<file path="src/rtl/ingress_frame_ctrl.sv">
// ingress_frame_ctrl: write-side controller for the ingress frame FIFO
// (2048x20b) and its sideband FIFO (512x20b).
//   AXI-stream half-words are written straight into the frame FIFO. A good
//   tlast publishes one sideband entry holding the frame word count. A bad
//   frame (FIFO overflow, oversize, sideband full, disabled, optional runt)
//   rewinds the frame FIFO write pointer to the start of the frame.
// Ports:
//   clk, reset            clock, synchronous active-high reset
//   en                    accept new frames (sampled on a frame's first beat)
//   s_tvalid/s_tdata/s_tlast/s_tready   ingress AXI-stream slave
//   frame_wen/frame_wdata frame FIFO write (combinational, same-cycle write)
//   frame_full/frame_wptr frame FIFO status and write cursor
//   frame_wrst/frame_rst_wptr           frame FIFO write-pointer rewind
//   sb_wen/sb_wdata/sb_full             sideband FIFO write port
//   frame_count/drop_count              saturating statistics
// Build option: define INGRESS_CTRL_RUNT_DROP_EN to drop frames shorter than
// MIN_FRAME_WORDS.
module ingress_frame_ctrl #(
  parameter int unsigned MAX_FRAME_WORDS = 759,
  parameter int unsigned MIN_FRAME_WORDS = 30,
  parameter int unsigned CNT_W           = 16
) (
  input  logic             clk,
  input  logic             reset,
  input  logic             en,
  input  logic             s_tvalid,
  input  logic [15:0]      s_tdata,
  input  logic             s_tlast,
  output logic             s_tready,
  output logic             frame_wen,
  output logic [19:0]      frame_wdata,
  input  logic             frame_full,
  input  logic [11:0]      frame_wptr,
  output logic             frame_wrst,
  output logic [11:0]      frame_rst_wptr,
  output logic             sb_wen,
  output logic [19:0]      sb_wdata,
  input  logic             sb_full,
  output logic [CNT_W-1:0] frame_count,
  output logic [CNT_W-1:0] drop_count
);

  localparam int unsigned PTR_W = 12;

  localparam logic [1:0] ST_IDLE   = 2'd0;
  localparam logic [1:0] ST_ACTIVE = 2'd1;
  localparam logic [1:0] ST_REWIND = 2'd2;
  localparam logic [1:0] ST_DROP   = 2'd3;

  // Elaboration-time sanity on the length limits.
  if (MAX_FRAME_WORDS >= (1 << PTR_W) || MIN_FRAME_WORDS > MAX_FRAME_WORDS) begin : g_param_chk
    $error("ingress_frame_ctrl: invalid MIN/MAX_FRAME_WORDS");
  end

  logic [1:0]       r_state;
  logic [PTR_W-1:0] r_start_ptr;
  logic [PTR_W-1:0] r_len;
  logic             r_rew_to_idle;
  logic             r_s_tready;
  logic             r_frame_wrst;
  logic [PTR_W-1:0] r_frame_rst_wptr;
  logic             r_sb_wen;
  logic [19:0]      r_sb_wdata;
  logic [CNT_W-1:0] r_frame_count;
  logic [CNT_W-1:0] r_drop_count;

  logic [1:0]       w_state_nxt;
  logic [PTR_W-1:0] w_start_ptr_nxt;
  logic [PTR_W-1:0] w_len_nxt;
  logic             w_rew_to_idle_nxt;
  logic             w_wrst_nxt;
  logic [PTR_W-1:0] w_rst_wptr_nxt;
  logic             w_sb_wen_nxt;
  logic [19:0]      w_sb_wdata_nxt;
  logic             w_fc_inc;
  logic             w_dc_inc;
  logic             w_wen;
  logic             w_acc;
  logic             w_bad;
  logic             w_finish;
  logic             w_runt;
  logic             w_too_long;
  logic [PTR_W-1:0] w_beat_len;

  assign w_acc = s_tvalid & r_s_tready;

  // Length the frame reaches if the current beat is written.
  assign w_beat_len = (r_state == ST_IDLE) ? PTR_W'(1) : r_len + PTR_W'(1);
  assign w_too_long = (r_state == ST_ACTIVE) && (r_len >= PTR_W'(MAX_FRAME_WORDS));

`ifdef INGRESS_CTRL_RUNT_DROP_EN
  assign w_runt = (w_beat_len < PTR_W'(MIN_FRAME_WORDS));
`else
  assign w_runt = 1'b0;
`endif

  // State register.
  always_ff @(posedge clk) begin
    if (reset) r_state <= ST_IDLE;
    else       r_state <= w_state_nxt;
  end

  // Next-state and next-output logic.
  always_comb begin
    w_state_nxt       = r_state;
    w_start_ptr_nxt   = r_start_ptr;
    w_len_nxt         = r_len;
    w_rew_to_idle_nxt = r_rew_to_idle;
    w_wrst_nxt        = 1'b0;
    w_rst_wptr_nxt    = r_frame_rst_wptr;
    w_sb_wen_nxt      = 1'b0;
    w_sb_wdata_nxt    = r_sb_wdata;
    w_fc_inc          = 1'b0;
    w_dc_inc          = 1'b0;
    w_wen             = 1'b0;
    w_bad             = 1'b0;
    w_finish          = 1'b0;

    case (r_state)
      ST_IDLE: begin
        if (w_acc) begin
          if (en) begin
            w_start_ptr_nxt = frame_wptr;
            w_len_nxt       = PTR_W'(1);
            if (frame_full) begin
              w_bad = 1'b1;
            end else begin
              w_wen       = 1'b1;
              w_finish    = s_tlast;
              w_state_nxt = ST_ACTIVE;
            end
          end else begin
            // Disabled frame: counted once on its first beat, never written.
            w_dc_inc    = 1'b1;
            w_state_nxt = s_tlast ? ST_IDLE : ST_DROP;
          end
        end
      end
      ST_ACTIVE: begin
        if (w_acc) begin
          if (frame_full || w_too_long) begin
            w_bad = 1'b1;
          end else begin
            w_wen     = 1'b1;
            w_len_nxt = w_beat_len;
            w_finish  = s_tlast;
          end
        end
      end
      ST_REWIND: begin
        w_state_nxt = r_rew_to_idle ? ST_IDLE : ST_DROP;
      end
      ST_DROP: begin
        if (w_acc && s_tlast) w_state_nxt = ST_IDLE;
      end
      default: w_state_nxt = ST_IDLE;
    endcase

    // Last data word is written this cycle; sideband entry lands next cycle.
    if (w_finish) begin
      if (sb_full || w_runt) begin
        w_bad = 1'b1;
      end else begin
        w_sb_wen_nxt   = 1'b1;
        w_sb_wdata_nxt = {8'b0, w_beat_len};
        w_fc_inc       = 1'b1;
        w_state_nxt    = ST_IDLE;
      end
    end

    if (w_bad) begin
      w_state_nxt       = ST_REWIND;
      w_rew_to_idle_nxt = s_tlast;
      w_wrst_nxt        = 1'b1;
      w_rst_wptr_nxt    = w_start_ptr_nxt;
      w_dc_inc          = 1'b1;
    end
  end

  // Datapath and registered outputs.
  always_ff @(posedge clk) begin
    if (reset) begin
      r_start_ptr      <= '0;
      r_len            <= '0;
      r_rew_to_idle    <= 1'b0;
      r_s_tready       <= 1'b0;
      r_frame_wrst     <= 1'b0;
      r_frame_rst_wptr <= '0;
      r_sb_wen         <= 1'b0;
      r_sb_wdata       <= '0;
      r_frame_count    <= '0;
      r_drop_count     <= '0;
    end else begin
      r_start_ptr      <= w_start_ptr_nxt;
      r_len            <= w_len_nxt;
      r_rew_to_idle    <= w_rew_to_idle_nxt;
      // Stall the stream during the rewind cycle so no write overlaps it.
      r_s_tready       <= (w_state_nxt != ST_REWIND);
      r_frame_wrst     <= w_wrst_nxt;
      r_frame_rst_wptr <= w_rst_wptr_nxt;
      r_sb_wen         <= w_sb_wen_nxt;
      r_sb_wdata       <= w_sb_wdata_nxt;
      if (w_fc_inc && (r_frame_count != {CNT_W{1'b1}}))
        r_frame_count <= r_frame_count + CNT_W'(1);
      if (w_dc_inc && (r_drop_count != {CNT_W{1'b1}}))
        r_drop_count <= r_drop_count + CNT_W'(1);
    end
  end

  assign s_tready       = r_s_tready;
  assign frame_wen      = w_wen;
  assign frame_wdata    = {4'b0, s_tdata};
  assign frame_wrst     = r_frame_wrst;
  assign frame_rst_wptr = r_frame_rst_wptr;
  assign sb_wen         = r_sb_wen;
  assign sb_wdata       = r_sb_wdata;
  assign frame_count    = r_frame_count;
  assign drop_count     = r_drop_count;

endmodule
</file>
<file path="config.mk">
export PLATFORM = sky130hd
export DESIGN_NAME = ingress_frame_ctrl
export DESIGN_NICKNAME = d
export VERILOG_FILES = /design/src/rtl/ingress_frame_ctrl.sv
export SDC_FILE = /design/constraint.sdc
export NUM_CORES = 1
export LEC_CHECK = 0
export ABC_AREA = 1
export CELL_PAD_IN_SITES_DETAIL_PLACEMENT = 2
export CELL_PAD_IN_SITES_GLOBAL_PLACEMENT = 2
export CORE_UTILIZATION = 36
export CTS_BUF_LIST = sky130_fd_sc_hd__clkbuf_4 sky130_fd_sc_hd__clkbuf_8
export DETAILED_ROUTE_END_ITERATION = 8
export DONT_BUFFER_PORTS = 1
export GPL_TIMING_DRIVEN = 0
export PLACE_DENSITY = 0.79
export SLEW_MARGIN = 30
export SYNTH_ARGS = -nofsm -noshare
export SYNTH_HDL_FRONTEND = slang
export SYNTH_SLANG_ARGS = --single-unit
</file>
<file path="constraint.sdc">
create_clock -name clk -period 2.4 [get_ports clk]
set_input_delay 0.12 -clock clk [delete_from_list [all_inputs] [get_ports clk]]
set_output_delay 0.12 -clock clk [all_outputs]
set_load 0.02 [all_outputs]
</file>
==> results by group, run 1 <==
Drt
  – DRC: 0
  – Drt first pass iters: 4
  – Via count: ~3800
  – DR iter-0 viols: ~130
  – Final WL: between 10 and 15 mm
  – Drt wl/cell: between 15 and 20 um
  – Via-per-instance ratio: between 5 and 6
  – Routed Antenna Nets: 0

Synthesis
  – Syn avg cell area: ~7.7 um^2
  – Synth warnings: 0
  – Adder-Cell Fraction of Synth Area: 0.008870
  – Async SR Flop Fraction: 0
  – Synth Flop Type: dfxtp_1
  – Post-Syn Instances: 553
  – Simple-Gate Fraction of Synth Area: 0.2561
  – Post-synthesis sequential area ratio: 0.4069
  – Post-Syn Area: about 4200 um^2
  – Post-synthesis xor/xnor area fraction: 0.06209
  – Largest family of logic cells by synthesized area: simple AND/OR/NAND/NOR gates
  – Post-synthesis mux area share: 0.02839
  – Yosys reg bits: 86
  – Unique masters post-synth: 41
  – Post-synthesis compound-gate area fraction: 0.1274
  – Post-synth EDFFs: 0

Run status
  – Status: finished clean

STA
  – Setup TNS: 0 ns
  – Rel. slew slack: 0.5025
  – RSZ-0062 raised after global routing: false
  – Final hold vios: 0
  – Pins over their slew limit: 0
  – Fin Clk Skew: 0.008270 ns
  – Final setup violation count: 0
  – Slew @ Worst Pin: roughly 0.75 ns
  – Post-layout minimum cycle time: about 2.2 ns
  – Period utilization: 0.9321
  – Post-route setup slack: ~0.16 ns
  – Max Clk Rate: approximately 450 MHz

Worst setup path
  – R2r setup slk: around 0.16 ns
  – Critical path, cell by cell: ha_1 > nand2_2 > nor2_4 > nand2_1 > or3b_4 > nand2_4 > inv_2 > buf_6 > nand2_1 > a21oi_2
  – Worst setup path endpoint: frame_count[8]
  – CP dominant cell by count: nand2_1
  – Critical R2R Capture: frame_count[8]
  – Reg2Reg Depth: 10
  – Worst setup path class: flop to flop
  – Crit end category: flop
  – Slowest Stage Delay on Critical Path: between 0.5 and 0.6 ns
  – Reg-to-Reg Start: frame_count[1]
  – CP Launch Type: flop
  – Req. time, crit path: ~2.6 ns
  – Slowest cell on the critical path: dfxtp_1
  – Crit-path max FO: 10
  – Critical path startpoint: frame_count[1]
  – WP data arrival: ~2.5 ns

Power
  – Power density cells: between 600 and 700 nW/um^2
  – Leakage: 1.861 nW
  – Power Total: slightly below 3 mW
  – Worst VDD drop: about 0.00042 V

Finish
  – Area grow syn2layout: 13.51%
  – N_diodes: 0
  – Core Util, Final: 0.4207
  – Final nets: 627
  – Most frequent cells in the layout: 103 x nand2_1, 82 x dfxtp_1, 53 x nor2_1, 53 x a21oi_1, 39 x nand3_1
  – Share of layout cells above drive strength 1: 0.1515
  – Most common cell after layout, fill and taps aside: nand2_1

Floorplan
  – Initial core utilization: 0.3706
  – Die span in y: ~110 um
  – DIE AREA: 12190 um^2
  – Die width: 110.4 um
  – # IOs: between 100 and 150
  – # rows: 39
  – Total core area: about 11000 um^2

Clock tree
  – Clk Latency, worst-skew pair: 0.38 ns
  – H-tree depth: 3
  – Clock sink total: 86
  – CTS buffer count: 9
  – Root Buffer Master: clkbuf_8
  – Setup Buffers After CTS: 0
  – Reg clk slew, reported paths: approximately 0.090 ns
  – CTS tree: done
  – CTS max path bufs: 2

Worst hold path
  – Hold WC Path Type: input pin to flop

GRT
  – Vias in the first global route: 4084
  – Largest net degree at the start of global routing: 17
  – Initial antenna violation count: 0
  – Global Route Usage Sum: 0.2158
  – First-pass GRT wire length: 20.97 mm
  – Aggregate global routing overflow: 0

Place
  – Dpl hpwl: 9.206 mm
  – DP Worst Slack: -0.03529 ns
  – Count of port buffers added during placement: 0
  – GP Congestion: approximately 0.76

Run
  – Max-cap violations: 0
==> sequential cells by signal, indices dropped and copies added, names as in the netlist <==
register	flops
sb_wen	1
r_state	2
frame_rst_wptr	12
frame_wrst	1
r_start_ptr	12
r_len	12
r_rew_to_idle	1
sb_wdata	12
frame_count	16
drop_count	16
s_tready	1
==> stage by stage <==
step                      instance area [um^2]  cells  hold slack, ns
after floorplan                           4273    564          0.2867
after global placement                    4452    707          0.2932
after detailed placement                  4452    707          0.3114
after CTS                                 4785    737         0.02078
after global routing                      4803    737         0.08296
final                                     4803    737         0.04653
==> final cells by class <==
| type | instances | area, um^2 |
|---|---|---|
| timing repair buffer | 14 | 140.1 |
| sequential | 86 | 1727 |
| multi-input combinational | 391 | 2103 |
| tap | 143 | 178.9 |
| clock buffer | 10 | 137.6 |
| fill | 1348 | 6615 |
| clock inverter | 6 | 52.55 |
| inverter | 39 | 146.4 |
| buffer | 48 | 317.8 |
==> layer usage <==
metal	wire length, um	up-vias	GRT usage
met5	0	-	0
met4	216	0	0.07556
met3	653	15	0.06092
met2	6149	83	0.3702
met1	5686	1868	0.2567
li1	-	1858	-
==> cells in the mapped netlist, types with 3 or more instances <==
cell type | number | share of area
a21oi_2 | 9 | 0.019
inv_2 | 5 | 0.0044
o21ai_0 | 27 | 0.032
ha_1 | 3 | 0.0089
a21oi_1 | 53 | 0.063
nand2_2 | 4 | 0.0059
mux2i_1 | 12 | 0.028
nor2_1 | 54 | 0.048
nor4_1 | 5 | 0.0074
buf_2 | 7 | 0.0083
nand4_1 | 8 | 0.012
nand2_1 | 104 | 0.092
buf_4 | 28 | 0.050
buf_6 | 3 | 0.0080
nand3_1 | 39 | 0.046
xor2_1 | 22 | 0.046
clkinv_1 | 3 | 0.0027
xnor2_1 | 8 | 0.017
dfxtp_1 | 86 | 0.41
clkbuf_1 | 10 | 0.0089
inv_1 | 31 | 0.027
nor3_1 | 9 | 0.011
==> where the power goes <==
group,internal (mW),leakage [nW],switching [mW]
clock,0.419,0.0974,0.599
combinational,0.117,1.07,0.222
sequential,1.47,0.698,0.0608
total,2.01,1.86,0.882
==> logic make-up after synthesis <==
group,count (synthesis)
AOI/OAI and AO/OA,97
DFF,86
buffers and inverters,87
and+or+nand+nor,237
xor gates and xnor gates,30
muxes,12
adders and majority gates,3
other,1
==> worst min path at each step <==
stage | startpoint | endpoint | slack [ns] | cells after the start
floorplan | frame_wptr[0] | r_start_ptr[0] | 0.29 | 2
global placement | frame_wptr[1] | r_start_ptr[1] | 0.29 | 2
detailed placement | frame_wptr[1] | r_start_ptr[1] | 0.31 | 2
CTS | en | r_state[0] | 0.02 | 3
global route | en | r_state[0] | 0.08 | 3
finish | en | r_state[0] | 0.05 | 3
==> critical path, delay by kind of cell (launching register included) <==
family	cells	cell delay [ns]
simple gates	6	0.94
flops	1	0.57
fa+ha+maj	1	0.31
buf+inv	2	0.23
compound gates	1	0.05
==> timing repair <==
action | in CTS | in global routing
endpoints found under the setup margin | 10 | 26
resized for setup | 1 | 9
hold endpoints to repair | 28 | 0
hold buffers | 14 | 0
Power figures use the tool's default switching activity.
==> inputs of run 2 (changes only) <==
--- a/config.mk
+++ b/config.mk
@@ -8,13 +8,11 @@
 export ABC_AREA = 1
 export CELL_PAD_IN_SITES_DETAIL_PLACEMENT = 2
 export CELL_PAD_IN_SITES_GLOBAL_PLACEMENT = 2
-export CORE_UTILIZATION = 36
-export CTS_BUF_LIST = sky130_fd_sc_hd__clkbuf_4 sky130_fd_sc_hd__clkbuf_8
+export CORE_UTILIZATION = 35
 export DETAILED_ROUTE_END_ITERATION = 8
 export DONT_BUFFER_PORTS = 1
 export GPL_TIMING_DRIVEN = 0
-export PLACE_DENSITY = 0.79
-export SLEW_MARGIN = 30
+export PLACE_DENSITY = 0.77
 export SYNTH_ARGS = -nofsm -noshare
 export SYNTH_HDL_FRONTEND = slang
 export SYNTH_SLANG_ARGS = --single-unit
==> results by group, run 2 (synthesis results as in run 1) <==
Floorplan
  – # rows: 39 (unchanged)
  – Die width: 112.0 um (+1.4%)
  – Die span in y: 112.0 um (+1.4%)
  – DIE AREA: 12530 um^2 (+2.8%)
  – Initial core utilization: 0.3644 (-0.006228)
  – Total core area: 11610 um^2 (+1.7%)
  – # IOs: 123 (unchanged)

Place
  – Dpl hpwl: 9.887 mm (+7.4%)
  – GP Congestion: 0.7874 (+3.5%)
  – Dpl cell area: 4452 um^2 (unchanged)
  – Count of port buffers added during placement: 0 (unchanged)

Power
  – Power density cells: 687.1 nW/um^2 (+14%)
  – Logic pwr share: 0.100 (-0.018)
  – Clock share of power: 0.446 (+0.094)
  – Switch Pwr: 880.8 uW (-0.16%)
  – Internal: 2.506 mW (+25%)
  – Switching power share of the total: 0.2601 (-0.04497)
  – Worst VDD drop: 0.0003672 V (-13%)
  – Leakage: 1.908 nW (+2.5%)
  – Reg power frac: 0.453 (-0.077)

Worst setup path
  – Slowest Stage Delay on Critical Path: 0.53 ns (-0.04 ns)
  – WP data arrival: 2.45 ns (-0.03 ns)
  – Crit end category: flop
  – Slowest cell on the critical path: dfxtp_1
  – CP Launch Type: flop
  – Req. time, crit path: 2.61 ns (-0.03 ns)
  – Critical path, cell by cell: ha_1 > nand2_2 > nor2_4 > nand2_1 > or3b_4 > nand2_4 > inv_2 > buf_6 > nand2_1 > a21oi_2
  – Worst setup path class: flop to flop
  – Crit-path max FO: 10 (unchanged)
  – CP dominant cell by count: nand2_1

Drt
  – Final WL: 13.35 mm (+5.1%)
  – DRC: 10 (+10)
  – Drt wl/cell: 18.12 um (+5.1%)
  – Via-per-instance ratio: 5.182 (-0.13%)
  – DR iter-0 viols: 121 (-9.7%)
  – Drt first pass iters: 6 (+2)
  – Routed Antenna Nets: 0 (unchanged)
  – Via count: 3819 (-0.13%)

GRT
  – Initial antenna violation count: 0 (unchanged)
  – Aggregate global routing overflow: 0 (unchanged)
  – Largest net degree at the start of global routing: 15 (-2)
  – Global Route Usage Sum: 0.2225 (+0.006720)
  – First-pass GRT wire length: 21.79 mm (+3.9%)
  – Vias in the first global route: 4205 (+3.0%)

Clock tree
  – CTS tree: done
  – CTS buffer count: 9 (unchanged)
  – Clock sink total: 86 (unchanged)
  – CTS max path bufs: 2 (unchanged)
  – H-tree depth: 3 (unchanged)
  – Clk Latency, worst-skew pair: 0.35 ns (-0.03 ns)
  – Reg clk slew, reported paths: 0.06 ns (-0.03 ns)
  – Root Buffer Master: clkbuf_16

Finish
  – Share of layout cells above drive strength 1: 0.1481 (-0.003367)
  – Most common cell after layout, fill and taps aside: nand2_1
  – Design area: 4928 um^2 (+2.6%)
  – Final nets: 627 (unchanged)
  – N_diodes: 0 (unchanged)
  – Most frequent cells in the layout: 104 x nand2_1, 83 x dfxtp_1, 53 x a21oi_1, 52 x nor2_1, 39 x nand3_1
  – Area grow syn2layout: 16.47%

STA
  – Fin Clk Skew: 0.007577 ns (-0.0006929 ns)
  – Setup TNS: 0 ns (unchanged)
  – Final hold vios: 0 (unchanged)
  – Period utilization: 0.9346 (+0.002492)
  – Rel. slew slack: 0.5440 (+0.04149)
  – Post-layout minimum cycle time: 2.243 ns (+0.005982 ns)
  – Slew @ Worst Pin: 0.6840 ns (-0.06223 ns)
  – Max Clk Rate: 445.8 MHz (-0.27%)
  – RSZ-0062 raised after global routing: false
  – Pins over their slew limit: 0 (unchanged)
  – Worst hold margin: 0.007982 ns (-0.03855 ns)
  – Final setup violation count: 0 (unchanged)

Run
  – Max-cap violations: 0 (unchanged)

Worst hold path
  – Hold WC Path Type: input pin to flop

Run status
  – Failing checks: DRC
  – Status: complete, but fails checks
-- run 2: changes by cell type in the layout (fill, tap and decap cells not counted), sizes merged --
cell and change:
dlygate4sd3 -1, clkinvlp +2, clkbuf +2, inv -2
clkinv -3, bufinv +2
-- run 2: through the flow --
stage	cells	worst slack, ns	util	total power, mW
finish	737	0.1569	0.4244	3.386
global route	737	0.00003886	0.4244	3.536
CTS	736	0.05182	0.4220	3.432
detailed placement	707	-0.02311	0.3833	1.886
global placement	707	0.05215	0.3833	1.868
floorplan	564	0.4452	-	1.799
-- run 2: final timing paths --
check | start | end | slack, ns | depth (start not counted)
min | sb_full | frame_wrst | 0.008 | 2
min reg2reg | r_len[10] | r_len[10] | 0.46 | 2
max reg2reg | frame_count[1] | frame_count[14] | 0.16 | 10
max | frame_count[1] | frame_count[14] | 0.16 | 10
-- run 2: what timing repair did --
| action | 4_1_cts | 5_1_grt |
|---|---|---|
| setup endpoints to repair | 3 | 22 |
| hold endpoints to repair | 14 | 0 |
| resized for setup | 1 | 9 |
| cloned | 0 | 0 |
| hold buffers | 13 | 0 |
| buffers inserted | 0 | 1 |
| pin swaps | 0 | 1 |
-- run 2: routing by layer --
metal | GRT usage | wire length (um) | vias to the layer above
li1 | - | - | 1859
met1 | 0.2564 | 5661 | 1859
met2 | 0.3996 | 6765 | 88
met3 | 0.06641 | 760 | 13
met4 | 0.05867 | 163 | 0
met5 | 0 | 0 | -
-- run 2: critical path, delay by kind of cell, from the launching register on --
family | cells | cell delay [ns]
adders and majority gates | 1 | 0.32
AOI/OAI and AO/OA | 1 | 0.05
DFF | 1 | 0.53
buffers and inverters | 2 | 0.24
and+or+nand+nor | 6 | 0.95
-- run 2: power groups by stage --
stage	sequential (mW)	clock (mW)	combinational (mW)
after detailed placement	1.57	0	0.319
after global routing	1.54	1.62	0.379
final	1.54	1.51	0.340
after global placement	1.56	0	0.305
after CTS	1.54	1.56	0.339
after floorplan	1.55	0	0.246
-- run 2: area by class of cell --
class / instances / area, um^2
timing repair buffer: 14 / 137.6
clock inverter: 5 / 83.83
sequential: 86 / 1725
tap: 143 / 178.9
buffer: 48 / 320.3
fill: 1364 / 6685
multi-input combinational: 391 / 2103
inverter: 39 / 146.4
clock buffer: 11 / 232.7
==> inputs of run 3 (changes only) <==
--- a/config.mk
+++ b/config.mk
@@ -6,13 +6,14 @@
 export NUM_CORES = 1
 export LEC_CHECK = 0
 export ABC_AREA = 1
+export CAP_MARGIN = 10
 export CELL_PAD_IN_SITES_DETAIL_PLACEMENT = 2
 export CELL_PAD_IN_SITES_GLOBAL_PLACEMENT = 2
-export CORE_UTILIZATION = 35
+export CORE_UTILIZATION = 38
 export DETAILED_ROUTE_END_ITERATION = 8
 export DONT_BUFFER_PORTS = 1
 export GPL_TIMING_DRIVEN = 0
-export PLACE_DENSITY = 0.77
+export PLACE_DENSITY = 0.83
 export SYNTH_ARGS = -nofsm -noshare
 export SYNTH_HDL_FRONTEND = slang
 export SYNTH_SLANG_ARGS = --single-unit
==> constraint.sdc (replaced) <==
create_clock -name clk -period 2.8 [get_ports clk]
set_input_delay 0.14 -clock clk [delete_from_list [all_inputs] [get_ports clk]]
set_output_delay 0.14 -clock clk [all_outputs]
set_load 0.02 [all_outputs]
==> results by group, run 3 (synthesis results as in run 1) <==
Power
  – Power Total: 2.452 mW (-28%)
  – Internal: 1.693 mW (-32%)
  – Power density cells: 514.4 nW/um^2 (-25%)
  – Clock share of power: 0.346 (-0.100)
  – Worst VDD drop: 0.0002639 V (-28%)
  – Leakage: 1.843 nW (-3.4%)
  – Logic pwr share: 0.118 (+0.018)
  – Reg power frac: 0.536 (+0.083)
  – Switching power share of the total: 0.3096 (+0.04952)
  – Switch Pwr: 759.2 uW (-14%)

Finish
  – Most common cell after layout, fill and taps aside: nand2_1
  – Design area: 4767 um^2 (-3.3%)
  – Most frequent cells in the layout: 104 x nand2_1, 86 x dfxtp_1, 54 x nor2_1, 53 x a21oi_1, 39 x nand3_1
  – Core Util, Final: 0.4398 (+0.01538)
  – Area grow syn2layout: 12.66%
  – Share of layout cells above drive strength 1: 0.1397 (-0.008418)
  – Final nets: 627 (unchanged)
  – N_diodes: 0 (unchanged)

STA
  – Rel. slew slack: 0.4794 (-0.06460)
  – Fin Clk Skew: 0.01051 ns (+0.002936 ns)
  – Slew @ Worst Pin: 0.7809 ns (+0.09690 ns)
  – RSZ-0062 raised after global routing: false
  – Post-layout minimum cycle time: 2.562 ns (+0.3194 ns)
  – Final hold vios: 0 (unchanged)
  – Max Clk Rate: 390.3 MHz (-12%)
  – Setup TNS: 0 ns (unchanged)
  – Final setup violation count: 0 (unchanged)
  – Pins over their slew limit: 0 (unchanged)
  – Period utilization: 0.9152 (-0.01946)

Worst setup path
  – Delay-heaviest family, CP: simple AND/OR/NAND/NOR gates
  – Critical path startpoint: r_len[0]
  – R2r setup slk: 0.24 ns (+0.08 ns)
  – Crit end category: flop
  – Worst Path Buf+Inv: 2 (unchanged)
  – Worst setup path endpoint: r_len[1]
  – Critical path, cell by cell: ha_1 > nand2_1 > nand2_1 > nand2_1 > nand2_1 > nand2_1 > nand2_1 > nor2_1 > nor2_2 > inv_2 > buf_2 > o21ai_0 > nor2_1
  – Slowest cell on the critical path: nor2_1
  – CP Launch Type: flop
  – Slowest Stage Delay on Critical Path: 0.47 ns (-0.06 ns)
  – WP data arrival: 2.87 ns (+0.42 ns)
  – Critical R2R Capture: r_len[1]
  – Reg2Reg Depth: 13 (+3)
  – Crit-path max FO: 10 (unchanged)
  – CP dominant cell by count: nand2_1
  – Reg-to-Reg Start: r_len[0]
  – Worst setup path class: flop to flop
  – Cell count along the critical path: 13 (+3)
  – Req. time, crit path: 3.11 ns (+0.50 ns)

Drt
  – DRC: 0 (-10)
  – Drt first pass iters: 4 (-2)
  – Metal-1 WL: 5.703 mm (+0.74%)
  – Via-per-instance ratio: 5.188 (+0.12%)
  – DR iter-0 viols: 99 (-18%)
  – Via count: 3808 (-0.29%)
  – Routed Antenna Nets: 0 (unchanged)
  – Met2 WL: 6.679 mm (-1.3%)
  – Final WL: 13.22 mm (-0.95%)
  – Top sig layer: met4
  – Wire length on met3: 597 um (-21%)
  – Drt wl/cell: 18.02 um (-0.55%)

Clock tree
  – Setup Buffers After CTS: 0 (unchanged)
  – CTS Hold Bufs: 14 (+1)
  – CTS max path bufs: 2 (unchanged)
  – Clock sink total: 86 (unchanged)
  – CTS tree: done
  – Clk Latency, worst-skew pair: 0.39 ns (+0.04 ns)
  – H-tree depth: 3 (unchanged)
  – Root Buffer Master: clkbuf_8
  – CTS buffer count: 9 (unchanged)
  – Reg clk slew, reported paths: 0.09 ns (+0.03 ns)
  – Cts repair resizes: 0 (-1)

Place
  – Count of port buffers added during placement: 0 (unchanged)
  – GP Congestion: 0.8104 (+2.9%)
  – Dpl cell area: 4448 um^2 (about the same)
  – Dpl hpwl: 9.533 mm (-3.6%)

Worst hold path
  – Hold WC Path Type: input pin to flop

GRT
  – First-pass GRT wire length: 21.46 mm (-1.5%)
  – Global Route Usage Sum: 0.2393 (+0.01677)
  – Largest net degree at the start of global routing: 17 (+2)
  – Initial antenna violation count: 0 (unchanged)
  – Vias in the first global route: 4176 (-0.69%)
  – Aggregate global routing overflow: 0 (unchanged)

Floorplan
  – # rows: 38 (-2.6%)
  – # IOs: 123 (unchanged)
  – DIE AREA: 11560 um^2 (-7.8%)
  – Total core area: 10840 um^2 (-6.7%)
  – Die width: 107.5 um (-4.0%)
  – Die span in y: 107.5 um (-4.0%)
  – Initial core utilization: 0.3904 (+0.02599)

Run status
  – Status: finished clean

Run
  – Max-cap violations: 0 (unchanged)
run 3: worst min path at each step:
stage / startpoint / endpoint / slack [ns] / depth (start not counted)
after detailed placement: frame_wptr[10] / r_start_ptr[10] / 0.33 / 2
final: sb_full / sb_wdata[0] / 0.03 / 3
after CTS: sb_full / sb_wdata[0] / 0.02 / 3
after global routing: sb_full / sb_wdata[0] / 0.04 / 3
after floorplan: frame_wptr[0] / r_start_ptr[0] / 0.31 / 2
after global placement: frame_wptr[0] / r_start_ptr[0] / 0.32 / 2
run 3: area by class of cell:
type	count	area, um^2
well taps	140	175.2
plain buffers	48	316.6
clock inverters	7	55.05
repair buffers	14	140.1
clock buffers	9	123.9
fillers	1269	6073
multi-input cells	391	2088
inverters	39	146.4
flip-flops and latches	86	1722
run 3: power groups by stage:
stage / registers (mW) / logic [mW] / clock network, mW
finish: 1.31 / 0.290 / 0.848
global route: 1.32 / 0.318 / 0.913
CTS: 1.32 / 0.290 / 0.865
detailed placement: 1.34 / 0.271 / 0
global placement: 1.34 / 0.259 / 0
floorplan: 1.33 / 0.211 / 0
run 3: metal layers:
metal / track usage / vias to the layer above
met1: 0.2782 / 1857
met2: 0.4258 / 80
met4: 0.09295 / 0
met5: 0 / -
li1: - / 1855
met3: 0.05085 / 16
run 3: stage by stage:
step	std cells	worst slack [ns]	hold WS (ns)
CTS	734	0.2085	0.01563
global placement	704	0.3556	0.3151
detailed placement	704	0.3047	0.3277
global route	734	0.06024	0.04236
floorplan	564	0.8452	0.3067
finish	734	0.2376	0.02652
run 3: tightest hold or removal path: stages:
cell and delay (ns):
nor2_8 0.04, nand3_1 0.06, o211a_1 0.13
